**config.mk**
```make
export PLATFORM = sky130hd
export DESIGN_NAME = step_speed_ramp
export DESIGN_NICKNAME = d
export VERILOG_FILES = /design/src/rtl/step_motor_pkg.sv /design/src/rtl/step_ramp_index.sv /design/src/rtl/step_speed_ramp.sv
export SDC_FILE = /design/constraint.sdc
export NUM_CORES = 1
export LEC_CHECK = 0
export ABC_AREA = 1
export BUFFER_PORTS_ARGS = -buffer_cell sky130_fd_sc_hd__buf_4
export CAP_MARGIN = 20
export CORE_MARGIN = 3
export CORE_UTILIZATION = 35
export DETAILED_ROUTE_END_ITERATION = 8
export GPL_TIMING_DRIVEN = 0
export PLACE_DENSITY_LB_ADDON = 0.12
export SLEW_MARGIN = 10
export SYNTH_ARGS = -nofsm -noshare
export SYNTH_HDL_FRONTEND = slang
export SYNTH_SLANG_ARGS = --single-unit
export TNS_END_PERCENT = 30
```
**constraint.sdc**
```tcl
create_clock -name clk -period 9.7 [get_ports clk]
set_input_delay 0.97 -clock clk [delete_from_list [all_inputs] [get_ports clk]]
set_output_delay 0.97 -clock clk [all_outputs]
set_load 0.02 [all_outputs]
```
**src/rtl/step_motor_pkg.sv**
```systemverilog
// Shared definitions for the step-motor speed-ramp slice: default widths,
// speed-table read latency and FSM state encodings.
package step_motor_pkg;

    localparam int C_STEP_NUMBER_WIDTH_DEF   = 16;
    localparam int C_SPEED_DATA_WIDTH_DEF    = 16;
    localparam int C_SPEED_ADDRESS_WIDTH_DEF = 9;

    // Speed-table block RAM returns data one clock after the read enable;
    // the WAIT state exists to absorb exactly this latency.
    localparam int C_RD_LATENCY = 1;

    typedef logic [2:0] state_t;

    localparam state_t ST_IDLE    = 3'd0;
    localparam state_t ST_FETCH   = 3'd1;
    localparam state_t ST_WAIT    = 3'd2;
    localparam state_t ST_PRESENT = 3'd3;
    localparam state_t ST_DONE    = 3'd4;

endpackage

```
**src/rtl/step_ramp_index.sv**
```systemverilog
// Registered speed-table index calculator. Holds the issued-step count, the
// index of the word currently in flight and the sticky stop flag, and works
// out the index of the next word: min(issued, N-1-issued, L-1), further
// clamped to one below the previous index while a stop is in progress.
module step_ramp_index
    import step_motor_pkg::*;
#(
    parameter int C_STEP_NUMBER_WIDTH   = C_STEP_NUMBER_WIDTH_DEF,
    parameter int C_SPEED_ADDRESS_WIDTH = C_SPEED_ADDRESS_WIDTH_DEF
) (
    input  logic                             clk,
    input  logic                             resetn,
    input  logic                             i_load,
    input  logic                             i_advance,
    input  logic                             i_last,
    input  logic                             i_stop,
    input  logic                             i_clear,
    input  logic [C_STEP_NUMBER_WIDTH-1:0]   i_step_nbr,
    input  logic [C_SPEED_ADDRESS_WIDTH-1:0] i_ramp_len,
    output logic [C_STEP_NUMBER_WIDTH-1:0]   o_issued,
    output logic [C_SPEED_ADDRESS_WIDTH-1:0] o_idx,
    output logic                             o_stopping
);

    localparam int SW = C_STEP_NUMBER_WIDTH;
    localparam int AW = C_SPEED_ADDRESS_WIDTH;
    localparam logic [SW-1:0] ONE_S = {{(SW-1){1'b0}}, 1'b1};

    logic [SW-1:0] issued_r;
    logic [AW-1:0] idx_r;
    logic          stopping_r;

    logic [SW-1:0] issued_next_s;
    logic [SW-1:0] ramp_down_s;
    logic [SW-1:0] ramp_top_s;
    logic [SW-1:0] norm_s;
    logic [SW-1:0] clamp_s;
    logic [SW-1:0] next_idx_s;

    function automatic logic [SW-1:0] min2(input logic [SW-1:0] a, input logic [SW-1:0] b);
        if (a < b) begin
            return a;
        end else begin
            return b;
        end
    endfunction

    // Index of the word fetched after the current one is handed over.
    always_comb begin
        issued_next_s = issued_r + ONE_S;
        ramp_down_s   = i_step_nbr - ONE_S - issued_next_s;
        ramp_top_s    = SW'(i_ramp_len) - ONE_S;
        norm_s        = min2(min2(issued_next_s, ramp_down_s), ramp_top_s);
        if (idx_r == {AW{1'b0}}) begin
            clamp_s = {SW{1'b0}};
        end else begin
            clamp_s = SW'(idx_r) - ONE_S;
        end
        // A stop landing on this very handshake already shapes the next fetch.
        if (stopping_r | i_stop) begin
            next_idx_s = min2(clamp_s, norm_s);
        end else begin
            next_idx_s = norm_s;
        end
    end

    // Step counter, current index and sticky stop flag.
    always_ff @(posedge clk or negedge resetn) begin
        if (!resetn) begin
            issued_r   <= {SW{1'b0}};
            idx_r      <= {AW{1'b0}};
            stopping_r <= 1'b0;
        end else if (i_load) begin
            issued_r   <= {SW{1'b0}};
            idx_r      <= {AW{1'b0}};
            stopping_r <= 1'b0;
        end else begin
            if (i_clear) begin
                stopping_r <= 1'b0;
            end else if (i_stop) begin
                stopping_r <= 1'b1;
            end
            if (i_advance) begin
                issued_r <= issued_next_s;
                // After the final word the index holds its last value.
                if (!i_last) begin
                    idx_r <= AW'(next_idx_s);
                end
            end
        end
    end

    assign o_issued   = issued_r;
    assign o_idx      = idx_r;
    assign o_stopping = stopping_r;

endmodule

```
**src/rtl/step_speed_ramp.sv**
```systemverilog
// Trapezoidal move sequencer feeding the step-motor pulse driver. For each of
// N steps it reads a period word from the speed table (index 0 = slowest) and
// offers it downstream on a valid/ready handshake; supports graceful stop.
// Optional build macro STEP_SPEED_RAMP_STATS_EN adds o_steps_issued and
// o_cur_index status outputs.
module step_speed_ramp
    import step_motor_pkg::*;
#(
    parameter int C_STEP_NUMBER_WIDTH   = C_STEP_NUMBER_WIDTH_DEF,
    parameter int C_SPEED_DATA_WIDTH    = C_SPEED_DATA_WIDTH_DEF,
    parameter int C_SPEED_ADDRESS_WIDTH = C_SPEED_ADDRESS_WIDTH_DEF
) (
    input  logic                             clk,
    input  logic                             resetn,
    input  logic                             i_start,
    input  logic                             i_stop,
    input  logic [C_STEP_NUMBER_WIDTH-1:0]   i_step_nbr,
    input  logic [C_SPEED_ADDRESS_WIDTH-1:0] i_ramp_len,
    output logic                             o_rd_en,
    output logic [C_SPEED_ADDRESS_WIDTH-1:0] o_rd_addr,
    input  logic [C_SPEED_DATA_WIDTH-1:0]    i_rd_data,
    output logic                             o_period_valid,
    input  logic                             i_period_ready,
    output logic [C_SPEED_DATA_WIDTH-1:0]    o_period,
    output logic                             o_last,
    output logic                             o_busy,
    output logic                             o_done
`ifdef STEP_SPEED_RAMP_STATS_EN
    ,
    output logic [C_STEP_NUMBER_WIDTH-1:0]   o_steps_issued,
    output logic [C_SPEED_ADDRESS_WIDTH-1:0] o_cur_index
`endif
);

    localparam int SW = C_STEP_NUMBER_WIDTH;
    localparam int DW = C_SPEED_DATA_WIDTH;
    localparam int AW = C_SPEED_ADDRESS_WIDTH;
    localparam logic [SW-1:0] ONE_S = {{(SW-1){1'b0}}, 1'b1};
    localparam logic [AW-1:0] ONE_A = {{(AW-1){1'b0}}, 1'b1};

    state_t        state_r;
    logic [SW-1:0] step_nbr_r;
    logic [AW-1:0] ramp_len_r;
    logic          rd_en_r;
    logic [DW-1:0] period_r;
    logic          valid_r;
    logic          last_r;
    logic          busy_r;
    logic          done_r;

    logic          start_s;
    logic          stop_s;
    logic          hs_s;
    logic          final_s;
    logic          floor_s;
    logic          stop_any_s;
    logic          clear_s;
    logic [SW-1:0] issued_s;
    logic [AW-1:0] idx_s;
    logic          stopping_s;

    // Per-cycle strobes: accepted start/stop, handshake and last-word terms.
    always_comb begin
        start_s    = (state_r == ST_IDLE) & i_start;
        stop_s     = i_stop & busy_r;
        hs_s       = (state_r == ST_PRESENT) & valid_r & i_period_ready;
        clear_s    = (state_r == ST_DONE);
        final_s    = (issued_s == (step_nbr_r - ONE_S));
        floor_s    = (idx_s == {AW{1'b0}});
        stop_any_s = stopping_s | stop_s;
    end

    step_ramp_index #(
        .C_STEP_NUMBER_WIDTH   (SW),
        .C_SPEED_ADDRESS_WIDTH (AW)
    ) u_index (
        .clk        (clk),
        .resetn     (resetn),
        .i_load     (start_s),
        .i_advance  (hs_s),
        .i_last     (last_r),
        .i_stop     (stop_s),
        .i_clear    (clear_s),
        .i_step_nbr (step_nbr_r),
        .i_ramp_len (ramp_len_r),
        .o_issued   (issued_s),
        .o_idx      (idx_s),
        .o_stopping (stopping_s)
    );

    // Move sequencer: FETCH -> WAIT -> PRESENT per word, all outputs registered.
    always_ff @(posedge clk or negedge resetn) begin
        if (!resetn) begin
            state_r    <= ST_IDLE;
            step_nbr_r <= {SW{1'b0}};
            ramp_len_r <= {AW{1'b0}};
            rd_en_r    <= 1'b0;
            period_r   <= {DW{1'b0}};
            valid_r    <= 1'b0;
            last_r     <= 1'b0;
            busy_r     <= 1'b0;
            done_r     <= 1'b0;
        end else begin
            case (state_r)
                ST_IDLE: begin
                    if (start_s) begin
                        if (i_step_nbr == {SW{1'b0}}) begin
                            // Empty move: completes at once without busy.
                            state_r <= ST_DONE;
                            done_r  <= 1'b1;
                        end else begin
                            step_nbr_r <= i_step_nbr;
                            ramp_len_r <= (i_ramp_len == {AW{1'b0}}) ? ONE_A : i_ramp_len;
                            busy_r     <= 1'b1;
                            rd_en_r    <= 1'b1;
                            state_r    <= ST_FETCH;
                        end
                    end
                end
                ST_FETCH: begin
                    rd_en_r <= 1'b0;
                    state_r <= ST_WAIT;
                end
                ST_WAIT: begin
                    period_r <= i_rd_data;
                    valid_r  <= 1'b1;
                    last_r   <= final_s | (stop_any_s & floor_s);
                    state_r  <= ST_PRESENT;
                end
                ST_PRESENT: begin
                    if (hs_s) begin
                        valid_r <= 1'b0;
                        last_r  <= 1'b0;
                        if (last_r) begin
                            busy_r  <= 1'b0;
                            done_r  <= 1'b1;
                            state_r <= ST_DONE;
                        end else begin
                            rd_en_r <= 1'b1;
                            state_r <= ST_FETCH;
                        end
                    end else begin
                        // Stop while parked at the slowest entry ends the move here.
                        last_r <= last_r | (stop_s & floor_s);
                    end
                end
                ST_DONE: begin
                    done_r  <= 1'b0;
                    busy_r  <= 1'b0;
                    state_r <= ST_IDLE;
                end
                default: begin
                    rd_en_r <= 1'b0;
                    valid_r <= 1'b0;
                    last_r  <= 1'b0;
                    busy_r  <= 1'b0;
                    done_r  <= 1'b0;
                    state_r <= ST_IDLE;
                end
            endcase
        end
    end

    assign o_rd_en        = rd_en_r;
    assign o_rd_addr      = idx_s;
    assign o_period_valid = valid_r;
    assign o_period       = period_r;
    assign o_last         = last_r;
    assign o_busy         = busy_r;
    assign o_done         = done_r;

`ifdef STEP_SPEED_RAMP_STATS_EN
    assign o_steps_issued = issued_s;
    assign o_cur_index    = idx_s;
`endif

endmodule

```
==> out/qor.yml, run 1 <==
run_status:
  status: "finished clean"
logic_synthesis:
  synth_edf_count: 0
  postSynthCellCount: 840
  synth_area_mm2: 0.00618
  ys_types: 44
  syn_nets: 954
  synthArstFlopShare: 1.00
  yosys_warnings: 0
  ys_ff_latch: 75
  postSynthAreaPerCell_um2: 7.36
  seq_area_frac_synth: 0.303
  synth-main-ff-cell: "dfrtp_1"
route:
  drt-pass1-iter-count: 4
  wirelength_um: 16200
  ant_nets: 0
  drt_iter0_markers: 227
  num_vias: 5528
  wl_per_cell_um: 14.0
  drc: 0
  viasPerCell: 4.79
final_layout:
  final_cell_area_mm2: 0.00736
  fin_nets: 1044
  areaGrowthSynthToFinish_pct: 18.9
  most-common-layout-cells: "207 x nand2_1, 110 x inv_1, 75 x buf_4, 75 x dfrtp_1, 67 x ha_1"
  final_common_cell: "nand2_1"
  diodes: 0
  ff_latch_area_mm2: 0.00188
  multi_input_area_mm2: 0.00379
  fillers: 1791
  drive_gt1_frac: 0.165
grt:
  grt_use_total: 0.174
  grt_max_degree: 76
  grt_pass1_wl_um: 27400
  grtUsageMet2: 0.273
  antenna_found_initial: 0
  busiest_layer: "met2"
  grt_pass1_vias: 5573
  met1_usage: 0.249
  grt-ovfl-total: 0
  met3_usage: 0.0341
worst_setup_path:
  max_stage_delay_ps: 450
  slowest_stage: "dfrtp_1"
  start_kind: "flop"
  cpMostUsedCell: "nand2_1"
  crit_type: "flop to flop"
  arrival_ps: 8800
  cp-end-kind: "flop"
  cp_max_fo: 10
  cp.required_ps: 9940
sta:
  finalCritPeriodShare: 0.882
  fmax_mhz: 117
  period_minus_slack_ps: 8560
  hold_viol: 0
  finalMaxSlewViolations: 0
  rsz0062_at_grt: "false"
  tightestPinTransition_ps: 1050
  slew_headroom: 0.295
  fin_skew_ps: 11.5
  final-setup-viol-count: 0
  final.setup.tns_ps: 0
min_path:
  hp-class: "flop to flop"
floorplan:
  num_io_pins: 76
  num_rows: 47
  die_h_um: 139
  die_w_um: 139
  core-area_mm2: 0.0169
  die_area_mm2: 0.0193
  start_util: 0.365
clock_network:
  cts_tree: "yes"
  cts_sinks: 75
  cts_root_buffer: "clkbuf_16"
  cts_made_buffers: 9
  clk_latency_ps: 350
  cts_buffer_depth: 2
  clk_pin_slew_ps: 70
  htree_levels: 3
place:
  gp_congestion: 0.822
  hpwl_um: 13000
  placed_area_mm2: 0.00703
  io_buffer_count: 75
run:
  cap_violations: 0
-- sequential cells by signal, summed over array words and instances, names as in the netlist, 3 cells and up --
name,cells
ramp_len_r,9
state_r,3
o_period,16
u_index.o_idx,9
step_nbr_r,16
u_index.o_issued,16
-- final timing paths --
path / from / end / slack [ps] / cells after the start
worst max-delay path: u_index.o_issued[0]$_DFFE_PN0P_ / u_index.o_idx[1]$_DFFE_PN0P_ / 1140 / 51
worst min-delay path: o_period[5]$_DFFE_PN0P_ / o_period[5]$_DFFE_PN0P_ / 470 / 2
worst max register to register: u_index.o_issued[0]$_DFFE_PN0P_ / u_index.o_idx[1]$_DFFE_PN0P_ / 1140 / 51
worst min register to register: o_period[5]$_DFFE_PN0P_ / o_period[5]$_DFFE_PN0P_ / 470 / 2
max in group asynchronous: resetn / u_index.o_idx[5]$_DFFE_PN0P_ / 8590 / 2
min in group asynchronous: resetn / o_period[13]$_DFFE_PN0P_ / 530 / 1
-- per-layer routing --
metal | wire length (um) | share of wire
met1 | 8100 | 0.50
met2 | 7170 | 0.44
met3 | 816 | 0.050
met4 | 103 | 0.0064
met5 | 0 | 0
-- critical path: cells and delay by family, from the launching register on --
family,cells,cell delay [ps]
buffers and inverters,8,1270
DFF,1,450
and+or+nand+nor,19,2020
AOI/OAI and AO/OA,17,2730
xor gates and xnor gates,2,470
adders and majority gates,5,1480
-- synth_stat cells, types with 4 or more instances --
cell type	n	area [um2]
xnor2_1	5	43.8
o22ai_1	15	93.8
nor4_1	10	62.6
inv_1	110	413
o21ai_0	51	255
nor2_1	48	180
inv_2	13	48.8
nand2_2	13	81.3
o21ai_1	11	55.1
or2_2	4	25.0
nor3_1	14	70.1
nand2_1	207	777
nand3_1	43	215
nand4_1	7	43.8
xor2_1	47	412
clkbuf_1	12	45.0
a211oi_1	5	37.5
dfrtp_1	75	1880
nor2_2	5	31.3
a21oi_1	40	200
mux2_2	6	67.6
ha_1	67	838
-- cell type report --
| class | count | share of cell area |
|---|---|---|
| Sequential cell | 75 | 0.255 |
| Multi-Input combinational cell | 627 | 0.516 |
| Timing Repair Buffer | 79 | 0.0823 |
| Buffer | 14 | 0.00748 |
| Clock buffer | 9 | 0.0306 |
| Clock inverter | 7 | 0.00782 |
| Tap cell | 220 | 0.0374 |
| Inverter | 124 | 0.0633 |
-- cells by family after synthesis --
| group | after synthesis | share of synthesized area |
|---|---|---|
| buffers and inverters | 138 | 0.0840 |
| adders and majority gates | 68 | 0.139 |
| AOI/OAI and AO/OA | 137 | 0.124 |
| DFF | 75 | 0.303 |
| muxes | 6 | 0.0109 |
| and+or+nand+nor | 364 | 0.265 |
| xor gates and xnor gates | 52 | 0.0736 |
-- repair_timing --
item | CTS | global route
gates resized for setup | 0 | 2
buffers inserted | 0 | 0
setup endpoints to repair | 0 | 9
hold buffers | 0 | 0
-- through the flow --
stage | setup slack, ps | util | hold WS (ps) | cells
2_1_floorplan | 2140 | - | 484 | 840
3_3_place_gp | 345 | 0.415 | 461 | 1135
3_5_place_dp | 352 | 0.415 | 460 | 1136
4_1_cts | 312 | 0.432 | 477 | 1152
5_1_grt | 1.70 | 0.434 | 503 | 1155
6_report | 1140 | 0.434 | 469 | 1155
Power of run 1 is not shown: default switching activity piles up to over one toggle a cycle in this logic, so the estimate is an artifact.
==> run 2: changes to the inputs <==
--- a/config.mk
+++ b/config.mk
@@ -5,7 +5,6 @@
 export SDC_FILE = /design/constraint.sdc
 export NUM_CORES = 1
 export LEC_CHECK = 0
-export ABC_AREA = 1
 export BUFFER_PORTS_ARGS = -buffer_cell sky130_fd_sc_hd__buf_4
 export CAP_MARGIN = 20
 export CORE_MARGIN = 3
==> out/qor.yml, run 2 <==
final_layout:
  final_cell_area_mm2: 0.00764
  most-common-layout-cells: "81 x buf_4, 75 x dfrtp_1, 70 x nand2_1, 67 x ha_1, 57 x o21ai_0"
  diodes: 0
  fillers: 1724
  areaGrowthSynthToFinish_pct: 20.7
  drive_gt1_frac: 0.213
  final_cells: 1031
  fin_nets: 915
  final_common_cell: "buf_4"
logic_synthesis:
  synth_top_cell_by_area: "dfrtp_1"
  seq_area_frac_synth: 0.297
  yosysMostFrequentCell: "dfrtp_1"
  synth-main-ff-cell: "dfrtp_1"
  synth_edf_count: 0
  postSynthCellCount: 708
  synth_area_mm2: 0.00632
  ys_ff_latch: 75
  yosys_warnings: 0
  synthArstFlopShare: 1.00
  synthTopCellsByCount: "75 x dfrtp_1, 70 x nand2_1, 67 x ha_1"
  netlist_top_cells_area: "dfrtp_1 30%, ha_1 13%, mux2_2 7.5%"
  syn_nets: 822
  synth_top_area_share: 0.297
  ys_types: 60
  postSynthAreaPerCell_um2: 8.93
worst_setup_path:
  cp-end-kind: "flop"
  cp.required_ps: 9910
  cp_max_fo: 10
  crit_type: "flop to flop"
  slowest_stage: "dfrtp_1"
  max_stage_delay_ps: 490
  start_kind: "flop"
  cpMostUsedCell: "ha_1"
  arrival_ps: 9410
power:
  p_int_uw: 1600
  switchingPower_uw: 1460
  switching_share: 0.477
  total_power_uw: 3050
  power_leakage_uw: 0.00349
  p_clk_frac: 0.116
  p_seq_frac: 0.188
  power_density_mw_per_mm2: 400
  peakVddDrop_mv: 0.170
  pwr-share-comb: 0.696
sta:
  finalMaxSlewViolations: 0
  slew_headroom: 0.503
  period_minus_slack_ps: 9210
  fin_skew_ps: 10.1
  fmax_mhz: 109
  tightestPinTransition_ps: 741
  finalCritPeriodShare: 0.949
  hold_viol: 0
  final.setup.tns_ps: 0
  final-setup-viol-count: 0
route:
  num_vias: 5446
  viasPerCell: 5.28
  drt-pass1-iter-count: 4
  wirelength_um: 16700
  ant_nets: 0
  drt_iter0_markers: 252
  drc: 0
  wl_per_cell_um: 16.2
place:
  placed_area_mm2: 0.00718
  io_buffer_count: 75
  dpl.cell_count: 1009
  hpwl_um: 13500
  gp_congestion: 0.851
floorplan:
  num_rows: 48
  num_io_pins: 76
  die_h_um: 140
  start_util: 0.362
  core-area_mm2: 0.0175
  die_area_mm2: 0.0197
  die_w_um: 140
clock_network:
  clk_pin_slew_ps: 60
  clk_latency_ps: 340
  cts_hold_buffers: 0
  cts_root_buffer: "clkbuf_16"
  cts_made_buffers: 9
  cts_tree: "yes"
  cts_buffer_depth: 2
  cts_sinks: 75
  htree_levels: 3
grt:
  grt_use_total: 0.172
  grtUsageMet2: 0.279
  grt-ovfl-total: 0
  grt_pass1_vias: 5362
  met1_usage: 0.235
  grt_pass1_wl_um: 27300
  grt_max_degree: 76
  busiest_layer: "met2"
  antenna_found_initial: 0
  met3_usage: 0.0399
run:
  cap_violations: 0
run_status:
  status: "finished clean"
min_path:
  hp-class: "primary input to asynchronous set/reset pin"
run 2: changes by cell type after synthesis, sizes merged, moves of 6 or more:
cell	change
o22ai	-15
and3	+9
o21a	+7
nand2	-153
xnor2	+34
inv	-86
xor2	-18
a21oi	-6
nand2b	+10
a21o	+9
mux2	+37
nor2b	+7
mux2i	+15
nand3	-26
run 2: critical path, delay by kind of cell (launching register included):
family	cells	cell delay (ps)
AOI/OAI and AO/OA	15	3700
adders and majority gates	5	1590
xor gates and xnor gates	2	470
and+or+nand+nor	9	1520
buffers and inverters	4	890
muxes	1	400
DFF	1	490
run 2: timing repair:
action,CTS,global route
gates resized for setup,4,13
setup buffers,0,4
endpoints found under the setup margin,9,9
pin swaps,1,2
run 2: power by group through the flow:
stage / Sequential (uW) / Clock, uW / Combinational, uW
floorplan: 618 / 0 / 1460
global placement: 572 / 0 / 1980
detailed placement: 578 / 0 / 2030
CTS: 574 / 360 / 2050
global route: 598 / 379 / 2380
finish: 574 / 353 / 2130
run 2: cell families after synthesis:
| family | share of synthesized area |
|---|---|
| xor gates and xnor gates | 0.0954 |
| DFF | 0.297 |
| buffers and inverters | 0.0332 |
| adders and majority gates | 0.136 |
| and+or+nand+nor | 0.183 |
| AOI/OAI and AO/OA | 0.156 |
| muxes | 0.100 |
run 2: path summary, 6_finish.rpt:
path | to | startpoint | cells past startpoint | slack, ps
min | u_index.o_idx[8]$_DFFE_PN0P_ | resetn | 1 | 480
max | u_index.o_idx[1]$_DFFE_PN0P_ | u_index.o_issued[0]$_DFFE_PN0P_ | 36 | 490
max in group asynchronous | o_period[4]$_DFFE_PN0P_ | resetn | 2 | 8650
min in group clk | o_period[15]$_DFFE_PN0P_ | o_period[15]$_DFFE_PN0P_ | 1 | 510
min reg2reg | o_period[15]$_DFFE_PN0P_ | o_period[15]$_DFFE_PN0P_ | 1 | 510
max reg2reg | u_index.o_idx[1]$_DFFE_PN0P_ | u_index.o_issued[0]$_DFFE_PN0P_ | 36 | 490
run 2: layout make-up:
class | instances | area (um2) | share of cell area
multi-input combinational | 579 | 4320 | 0.566
sequential | 75 | 1880 | 0.246
timing repair buffer | 82 | 633 | 0.0829
tap | 225 | 282 | 0.0369
clock buffer | 11 | 253 | 0.0331
inverter | 37 | 139 | 0.0182
buffer | 17 | 71.3 | 0.00934
clock inverter | 5 | 58.8 | 0.00770
run 2: routing by layer:
metal  up-vias  share of wire
li1       2732              -
met1      2590           0.48
met2       110           0.47
met3        14          0.046
met4         0         0.0094
met5         -              0
run 2: per-stage QoR:
stage,hold WS (ps),worst slack (ps),util
finish,477,493,0.437
floorplan,485,1510,-
global placement,486,-127,0.410
detailed placement,496,-285,0.411
global route,477,-6.39,0.437
CTS,515,3.86,0.430
(Power assumes the default switching activity.)
